--- src/rtl/sysid_pkg.sv ---
// Shared constants for the system-ID / uptime register file: word addresses,
// CONTROL bit positions and the capability word builder.
package sysid_pkg;

  localparam int unsigned DATA_W = 32;

  localparam int unsigned ADDR_SYSID   = 0;
  localparam int unsigned ADDR_TSTAMP  = 1;
  localparam int unsigned ADDR_VERSION = 2;
  localparam int unsigned ADDR_CAPS    = 3;
  localparam int unsigned ADDR_UP_LO   = 4;
  localparam int unsigned ADDR_UP_HI   = 5;
  localparam int unsigned ADDR_SCRATCH = 6;
  localparam int unsigned ADDR_CTRL    = 7;

  localparam int unsigned CTRL_CLEAR  = 0;
  localparam int unsigned CTRL_FREEZE = 1;

  // CAPABILITY word: [7:0] counter width, [23:8] prescale, [31:24] zero
  function automatic logic [DATA_W-1:0] caps_word(input int unsigned cnt_w,
                                                  input int unsigned prescale);
    return {8'h00, 16'(prescale), 8'(cnt_w)};
  endfunction

endpackage

--- src/rtl/sysid_uptime_qsys_if.sv ---
// Avalon-MM slave bus (no waitrequest) between the interconnect and the sysid block.
interface sysid_uptime_qsys_if #(
  parameter int unsigned ADDR_W = 3
);
  import sysid_pkg::*;

  logic [ADDR_W-1:0] address;
  logic              read;
  logic              write;
  logic [DATA_W-1:0] writedata;
  logic [DATA_W-1:0] readdata;
  logic              readdatavalid;

  modport master (
    output address, read, write, writedata,
    input  readdata, readdatavalid
  );

  modport slave (
    input  address, read, write, writedata,
    output readdata, readdatavalid
  );

endinterface

--- src/rtl/sysid_uptime_counter.sv ---
// Free-running uptime counter behind a 0..PRESCALE-1 prescaler, with
// synchronous clear and a freeze that holds both counters.
module sysid_uptime_counter #(
  parameter int unsigned CNT_W    = 64,
  parameter int unsigned PRESCALE = 1
) (
  input  logic             clock,
  input  logic             reset_n,
  input  logic             clear,
  input  logic             freeze,
  output logic [CNT_W-1:0] count
);

  localparam int unsigned PS_W = (PRESCALE > 1) ? $clog2(PRESCALE) : 1;

  logic [PS_W-1:0]  ps_q;
  logic [CNT_W-1:0] cnt_q;
  logic             tick_c;

  assign tick_c = (ps_q == PS_W'(PRESCALE - 1));

  // Clear wins over a coincident tick; freeze holds the prescale phase too
  always_ff @(posedge clock or negedge reset_n) begin
    if (!reset_n) begin
      ps_q  <= '0;
      cnt_q <= '0;
    end else if (clear) begin
      ps_q  <= '0;
      cnt_q <= '0;
    end else if (!freeze) begin
      ps_q <= tick_c ? '0 : ps_q + PS_W'(1);
      if (tick_c) begin
        cnt_q <= cnt_q + CNT_W'(1);
      end
    end
  end

  assign count = cnt_q;

endmodule

--- src/rtl/sysid_uptime_qsys.sv ---
// Registered system-ID register file: constants, uptime with atomic hi/lo
// snapshot, scratch and control, served with one-cycle read latency.
module sysid_uptime_qsys
  import sysid_pkg::*;
#(
  parameter logic [31:0] SYSTEM_ID = 32'h11223344,
  parameter logic [31:0] TIMESTAMP = 32'd1459255876,
  parameter logic [31:0] VERSION   = 32'h00010000,
  parameter int unsigned ADDR_W    = 3,
  parameter int unsigned CNT_W     = 64,
  parameter int unsigned PRESCALE  = 1
) (
  input  logic                clock,
  input  logic                reset_n,
  sysid_uptime_qsys_if.slave  bus
);

  localparam int unsigned HI_W = CNT_W - 32;

  logic [CNT_W-1:0]  count;
  logic [HI_W-1:0]   shadow_q;
  logic [DATA_W-1:0] scratch_q;
  logic              freeze_q;
  logic [DATA_W-1:0] readdata_q;
  logic              readdatavalid_q;

  logic              rd_c;
  logic              wr_c;
  logic              clear_c;
  logic [DATA_W-1:0] rdata_c;

  // A write coincident with a read is dropped
  assign rd_c    = bus.read;
  assign wr_c    = bus.write && !bus.read;
  assign clear_c = wr_c && (bus.address == ADDR_W'(ADDR_CTRL)) && bus.writedata[CTRL_CLEAR];

  sysid_uptime_counter #(
    .CNT_W    (CNT_W),
    .PRESCALE (PRESCALE)
  ) u_counter (
    .clock   (clock),
    .reset_n (reset_n),
    .clear   (clear_c),
    .freeze  (freeze_q),
    .count   (count)
  );

  // Read mux; unmapped addresses return zero
  always_comb begin
    rdata_c = '0;
    case (bus.address)
      ADDR_W'(ADDR_SYSID):   rdata_c = SYSTEM_ID;
      ADDR_W'(ADDR_TSTAMP):  rdata_c = TIMESTAMP;
      ADDR_W'(ADDR_VERSION): rdata_c = VERSION;
      ADDR_W'(ADDR_CAPS):    rdata_c = caps_word(CNT_W, PRESCALE);
      ADDR_W'(ADDR_UP_LO):   rdata_c = count[31:0];
      ADDR_W'(ADDR_UP_HI):   rdata_c = 32'(shadow_q);
      ADDR_W'(ADDR_SCRATCH): rdata_c = scratch_q;
      ADDR_W'(ADDR_CTRL):    rdata_c[CTRL_FREEZE] = freeze_q;
      default:               rdata_c = '0;
    endcase
  end

  // Read pipeline and hi shadow: the LO read captures both halves of one count value
  always_ff @(posedge clock or negedge reset_n) begin
    if (!reset_n) begin
      readdata_q      <= '0;
      readdatavalid_q <= 1'b0;
      shadow_q        <= '0;
    end else begin
      readdatavalid_q <= rd_c;
      if (rd_c) begin
        readdata_q <= rdata_c;
      end
      if (rd_c && (bus.address == ADDR_W'(ADDR_UP_LO))) begin
        shadow_q <= count[CNT_W-1:32];
      end
    end
  end

  // Writable registers
  always_ff @(posedge clock or negedge reset_n) begin
    if (!reset_n) begin
      scratch_q <= '0;
      freeze_q  <= 1'b0;
    end else if (wr_c) begin
      if (bus.address == ADDR_W'(ADDR_SCRATCH)) begin
        scratch_q <= bus.writedata;
      end
      if (bus.address == ADDR_W'(ADDR_CTRL)) begin
        freeze_q <= bus.writedata[CTRL_FREEZE];
      end
    end
  end

  assign bus.readdata      = readdata_q;
  assign bus.readdatavalid = readdatavalid_q;

endmodule
--- src/flat_wrapper.sv ---
// flat-port wrapper written by rule: the top's interface ports become plain ports
module sysid_uptime_qsys_flat import sysid_pkg::*;
#(
  parameter logic [31:0] SYSTEM_ID = 32'h11223344,
  parameter logic [31:0] TIMESTAMP = 32'd1459255876,
  parameter logic [31:0] VERSION   = 32'h00010000,
  parameter int unsigned ADDR_W    = 3,
  parameter int unsigned CNT_W     = 64,
  parameter int unsigned PRESCALE  = 1
)
  (clock, reset_n, bus_address, bus_read, bus_write, bus_writedata, bus_readdata, bus_readdatavalid);
  sysid_uptime_qsys_if #(.ADDR_W(ADDR_W)) bus_i ();
  input  logic clock;
  input  logic reset_n;
  input wire logic [$bits(bus_i.address)-1:0] bus_address;
  input wire logic [$bits(bus_i.read)-1:0] bus_read;
  input wire logic [$bits(bus_i.write)-1:0] bus_write;
  input wire logic [$bits(bus_i.writedata)-1:0] bus_writedata;
  output wire logic [$bits(bus_i.readdata)-1:0] bus_readdata;
  output wire logic [$bits(bus_i.readdatavalid)-1:0] bus_readdatavalid;
  assign bus_i.address = bus_address;
  assign bus_i.read = bus_read;
  assign bus_i.write = bus_write;
  assign bus_i.writedata = bus_writedata;
  assign bus_readdata = bus_i.readdata;
  assign bus_readdatavalid = bus_i.readdatavalid;
  sysid_uptime_qsys #(.SYSTEM_ID(SYSTEM_ID), .TIMESTAMP(TIMESTAMP), .VERSION(VERSION), .ADDR_W(ADDR_W), .CNT_W(CNT_W), .PRESCALE(PRESCALE)) u_core (.clock(clock), .reset_n(reset_n), .bus(bus_i));
endmodule
--- config.mk ---
export PLATFORM = sky130hd
export DESIGN_NAME = sysid_uptime_qsys_flat
export DESIGN_NICKNAME = d
export VERILOG_FILES = /design/src/rtl/sysid_pkg.sv /design/src/rtl/sysid_uptime_qsys_if.sv /design/src/rtl/sysid_uptime_counter.sv /design/src/rtl/sysid_uptime_qsys.sv /design/src/flat_wrapper.sv
export SDC_FILE = /design/constraint.sdc
export NUM_CORES = 1
export LEC_CHECK = 0
export BUFFER_PORTS_ARGS = -buffer_cell sky130_fd_sc_hd__buf_2
export CORE_MARGIN = 8
export CORE_UTILIZATION = 55
export DETAILED_ROUTE_END_ITERATION = 7
export PLACE_DENSITY = 0.75
export SLEW_MARGIN = 5
export SYNTH_ARGS = -nofsm -noshare
export SYNTH_HDL_FRONTEND = slang
export SYNTH_SLANG_ARGS = --single-unit
--- constraint.sdc ---
create_clock -name clock -period 3 [get_ports clock]
set_input_delay 0.6 -clock clock [delete_from_list [all_inputs] [get_ports clock]]
set_output_delay 0.6 -clock clock [all_outputs]
set_load 0.02 [all_outputs]
* After elaboration in Yosys (flattened, before gate mapping)
Cells that the tools add are included. Widths: inputs -> output; s select.
Word-level totals: register bits 163, bits of input ports 39, output and inout port bits 33, logic and storage cells 37
Cells by class: $add $sub $neg 2, equal/unequal tests 9, multiplexer cells 9, reduce and logical (&&, ||, !) cells 10
Operators by type and width (count):
- $pmux 30 s7 | 1
- $mux 64 | 3
- $add 64x1->64 const B | 1
- $eq 3x3->1 const B | 4
- $eq 3x2->1 const B | 2
- $reduce_and 2->1 | 3
- $pmux 1 s5 | 1
- $logic_and 1x1->1 | 4
- $reduce_or 4->1 | 1
- $eq 3x1->1 const B | 1
- $logic_not 3->1 | 1
- $mux 1 | 3
- $pmux 1 s3 | 1
- $ne 2x1->1 const B | 1
- $ne 2x2->1 const B | 1
- $add 1x1->1 const B | 1
- $logic_not 1->1 | 1

* Logic depth before layout (Yosys ltp)
word-level depth 6, depth in mapped cells 9, gate-level depth less buffers 6

* Modules after synthesis
From an unflattened synthesis, not the netlist that was laid out.
Unflattened totals: cells, all modules 750, area total of the unflattened synthesis 8139.1 µm²
By module, submodules not included:
- sysid_uptime_qsys | instances 1, cells an instance 362, area each 4633.2 µm², sequential area each 2452.4 µm²
- sysid_uptime_counter | instances 1, cells an instance 388, area each 3505.9 µm², sequential area each 1601.5 µm²

* Least setup slack after synthesis
No wires, ideal clock.
path kind input-to-reg, from input bus_read, to register u_core.shadow_q[10], setup time 125 ps, data arrival time 2172 ps, data required time 2875 ps, slack 703 ps, stages 5, buffers on the path 2, cell sequence clkbuf_1 nand2_1 nor3_1 clkbuf_1 mux2_2
Between the ends: longest elaborated chain between the ends 1
RTL lines:
- start: declaration | line flat_wrapper.sv:16 | input wire logic [$bits(bus_i.read)-1:0] bus_read;
- $logic_and 1x1->1 | line sysid_uptime_qsys.sv:75 | if (rd_c && (bus.address == ADDR_W'(ADDR_UP_LO))) begin
- end signal: assignment | line sysid_uptime_qsys.sv:76 | shadow_q <= count[CNT_W-1:32];
- end: declaration | line sysid_uptime_qsys.sv:21 | logic [HI_W-1:0] shadow_q;
Every way passes these cells. A chain may end at the register's enable or synchronous reset.

* Worst setup path after layout
from register u_core.u_counter.cnt_q[0], in the netlist u_core.u_counter.count[0], to register u_core.u_counter.cnt_q[52], in the netlist u_core.u_counter.count[52]
Between the ends: longest elaborated chain between the ends 4
RTL lines:
- start: declaration | line sysid_uptime_counter.sv:17 | logic [CNT_W-1:0] cnt_q;
- start signal: assignment | line sysid_uptime_counter.sv:33 | cnt_q <= cnt_q + CNT_W'(1);
- $add 64x1->64 | line sysid_uptime_counter.sv:33
- $mux 64 | line sysid_uptime_counter.sv:32 | if (tick_c) begin
- $mux 64 | line sysid_uptime_counter.sv:30 | end else if (!freeze) begin
- $mux 64 | line sysid_uptime_counter.sv:27 | end else if (clear) begin
Every way passes these cells. The select of a mux whose other input is x is not followed.

==> flow_summary.json <==
{
  "status": "complete, no violations",
  "p_leak_nw": 3.835,
  "final_cell_mix": "dfrtp_1, a21oi_1, buf_2",
  "rsz0062_at_grt": "no",
  "worstSetupPathType": "register to register",
  "seqPwrFrac_pct": 49.7,
  "drv_slew": 0,
  "clk_pin_slew_worst_paths_ns": 0.06,
  "internal_power_mw": 4.561,
  "power.density_mw_per_mm2": 725.0,
  "nNetsFinal": 858,
  "synthToLayoutAreaGrowth_pct": 15.21,
  "cts_max_level": 4,
  "synthXorXnorAreaFrac_pct": 3.484,
  "row_count": 43,
  "crit_arrival_ns": 2.74,
  "synthAdderAreaFrac_pct": 0.1606,
  "fin_crit_ns": 2.389,
  "yosysWarnings": 0,
  "clock_path_buffers": 2,
  "drt_first_pass_iters": 5,
  "detail_route.iter0.violations": 536,
  "routed_wl_um": 20150,
  "core_area_sq_mm": 0.01388,
  "crit_path_cell_trace": "ha_1, and3b_1, and3_1, nand4_1, buf_4, or4_1, a21oi_1",
  "fin_tns_setup_ns": 0,
  "synth_top_family_by_area": "simple AND/OR/NAND/NOR gates",
  "synthSimpleGateAreaFrac_pct": 17.12,
  "netlist_instances": 749,
  "grt_start_max_net_pins": 57,
  "antenna_left": 0,
  "end_kind": "register",
  "ys_async_sr_fraction_pct": 100.0,
  "r2r_cells": 7,
  "fin_crit_sh_pct": 79.63,
  "max_cap_viol_count": 0,
  "synth_nets": 789,
  "place_inst": 979,
  "synth_top_area_cell": "dfrtp_1",
  "wl_per_cell_um": 19.97,
  "slowest_delay_ns": 0.47,
  "p_sw_mw": 1.947,
  "cts_buffers": 17,
  "portBuffers": 71,
  "ctsResizeCount": 0,
  "synth_area_leaders": "dfrtp_1, mux2_2, a21oi_1",
  "synth-main-ff-cell": "dfrtp_1",
  "holdCritPathClass": "input pin to asynchronous set/reset pin",
  "drc": 0,
  "drive_gt1_share_pct": 24.00,
  "synth_area_sq_mm": 0.007792,
  "io_pins": 72,
  "die_area_sq_mm": 0.01823,
  "setup_viol": 0,
  "sw_frac_of_total_pct": 29.92,
  "fin_cells": 1009,
  "synth.top_cell.area_share_pct": 52.02,
  "synth_compound_area_share_pct": 12.46,
  "hold_viol": 0,
  "routabilityCongestion": 0.8815,
  "via_per_inst": 6.180,
  "crit_cells": 7,
  "post-cts-setup-buffers": 0,
  "r2r-end": "u_core.u_counter.count[52]",
  "gr-usage-all-layers_pct": 22.68,
  "first_global_vias": 6137,
  "fmaxAchievable_ghz": 0.4186,
  "overflow": 0,
  "reg2reg_slack_ns": 0.61,
  "synth_enable_flop_cells": 0,
  "yosysSeqAreaShare_pct": 52.02,
  "ys_types": 52,
  "finClkSkew_ns": 0.007169,
  "root_buffer": "clkbuf_16",
  "clkPwrFrac_pct": 32.9,
  "cts_hold_buf": 0,
  "fp.dieW_um": 135.0,
  "post-route-util_pct": 64.67,
  "path_buf_inv": 1,
  "critPathLaunchType": "register",
  "max-vdd-ir-drop_mv": 0.4070,
  "cp.required_ns": 3.35,
  "crit_fanout": 21,
  "hpwlAfterDp_um": 14310,
  "cts_tree": "done",
  "muxShareOfSynthArea_pct": 11.08,
  "maxSlewHeadroom_pct": 64.89,
  "antenna_found_initial": 0,
  "syn_avg_cell_area_sq_um": 10.40,
  "reg2reg_from": "u_core.u_counter.count[0]",
  "cts.sinks": 162,
  "dieHeight_um": 135.0,
  "pwr-share-comb_pct": 17.4,
  "worstSkewPairLatency_ns": 0.43,
  "layout_commonest_cell": "dfrtp_1",
  "cpMaxStageDelayCell": "or4_1",
  "cpLargestDelayFamily": "simple AND/OR/NAND/NOR gates",
  "via_count": 6236,
  "tightestPinTransition_ns": 0.5266,
  "start_util_pct": 56.14,
  "diodes": 0,
  "grt_pass1_wl_um": 32690,
  "ys_ff_latch": 162
}
==> through the flow <==
step,total power [mW],area (sq um),hold WS [ns],setup slack [ns]
floorplan,3.867,7792,0.3044,0.7028
CTS,6.514,8977,0.1507,0.6392
detailed placement,4.372,8397,0.4703,0.6692
global route,6.801,8977,0.1794,0.4448
finish,6.509,8977,0.1372,0.6112
global placement,4.284,8397,0.4603,0.7575
==> worst reg2reg max path, cell delays in order (launching register included) <==
cell and delay [ns]:
dfrtp_1 0.46, ha_1 0.19, and3b_1 0.23, and3_1 0.38
nand4_1 0.18, buf_4 0.25, or4_1 0.48, a21oi_1 0.15
==> worst max path at each step <==
| stage | start | slack [ns] | endpoint |
|---|---|---|---|
| after detailed placement | u_core.u_counter.count[0] | 0.67 | u_core.u_counter.count[52] |
| after global placement | u_core.u_counter.count[0] | 0.76 | u_core.u_counter.count[52] |
| after floorplan | bus_read | 0.70 | u_core.shadow_q[10] |
| after CTS | u_core.u_counter.count[0] | 0.64 | u_core.u_counter.count[52] |
| final | u_core.u_counter.count[0] | 0.61 | u_core.u_counter.count[52] |
| after global routing | u_core.u_counter.count[1] | 0.44 | u_core.u_counter.count[52] |
==> layout make-up <==
| class | count | area, sq um |
|---|---|---|
| Clock buffer | 25 | 505.5 |
| Clock inverter | 5 | 75.07 |
| Fill cell | 1085 | 4903 |
| Inverter | 34 | 127.6 |
| Multi-Input combinational cell | 511 | 3458 |
| Sequential cell | 162 | 4054 |
| Tap cell | 180 | 225.2 |
| Timing Repair Buffer | 92 | 531.8 |
==> synth_stat cells, types with 2 or more instances <==
cell,instances
a21boi_0,7
and3_1,11
o22ai_1,22
nand2_1,37
nand3_2,2
xor2_1,16
nand3_1,26
and3b_1,2
and2_1,4
nor2b_1,9
mux2_2,64
nor4_2,2
nor2_1,61
nor3_1,16
nand4b_1,2
xnor2_1,15
nor4_1,6
o21a_1,8
nand4_1,17
or3_1,14
nand4_2,3
inv_1,34
mux2i_1,12
a21oi_1,72
o31ai_1,18
o221ai_1,7
dfrtp_1,162
buf_1,5
or4_1,18
a311oi_1,2
and4_1,2
clkbuf_1,36
o21ai_0,18
==> cell families (layout without fill, tap and decap cells) <==
logic type               after synthesis  in the layout
AND/OR/NAND/NOR                      241            241
flip-flops                           162            162
AO/OA/AOI/OAI                        161            161
multiplexers                          77             77
buffers and inverters                 76            156
XOR/XNOR                              31             31
adder cells (fa/ha/maj)                1              1
==> registers in the layout, summed over array words and instances, names as in the netlist <==
signal and count:
u_core.bus.readdatavalid 1, u_core.shadow_q 32, u_core.freeze_q 1, u_core.scratch_q 32, u_core.u_counter.count 64, u_core.bus.readdata 32
==> routing by layer <==
metal | vias up | GRT usage, % | share of wire, %
li1 | 2844 | - | -
met1 | 3126 | 30.38 | 43
met2 | 233 | 35.08 | 47
met3 | 31 | 5.461 | 7.8
met4 | 2 | 7.835 | 1.6
met5 | - | 2.332 | 0.26
==> power by group through the flow <==
| stage | registers (mW) | logic, mW | clock network (mW) |
|---|---|---|---|
| floorplan | 3.10 | 0.765 | 0 |
| global placement | 3.21 | 1.07 | 0 |
| detailed placement | 3.25 | 1.13 | 0 |
| CTS | 3.22 | 1.14 | 2.16 |
| global route | 3.29 | 1.26 | 2.25 |
| finish | 3.24 | 1.13 | 2.14 |
Note: power is estimated with default switching activity, not from simulation.
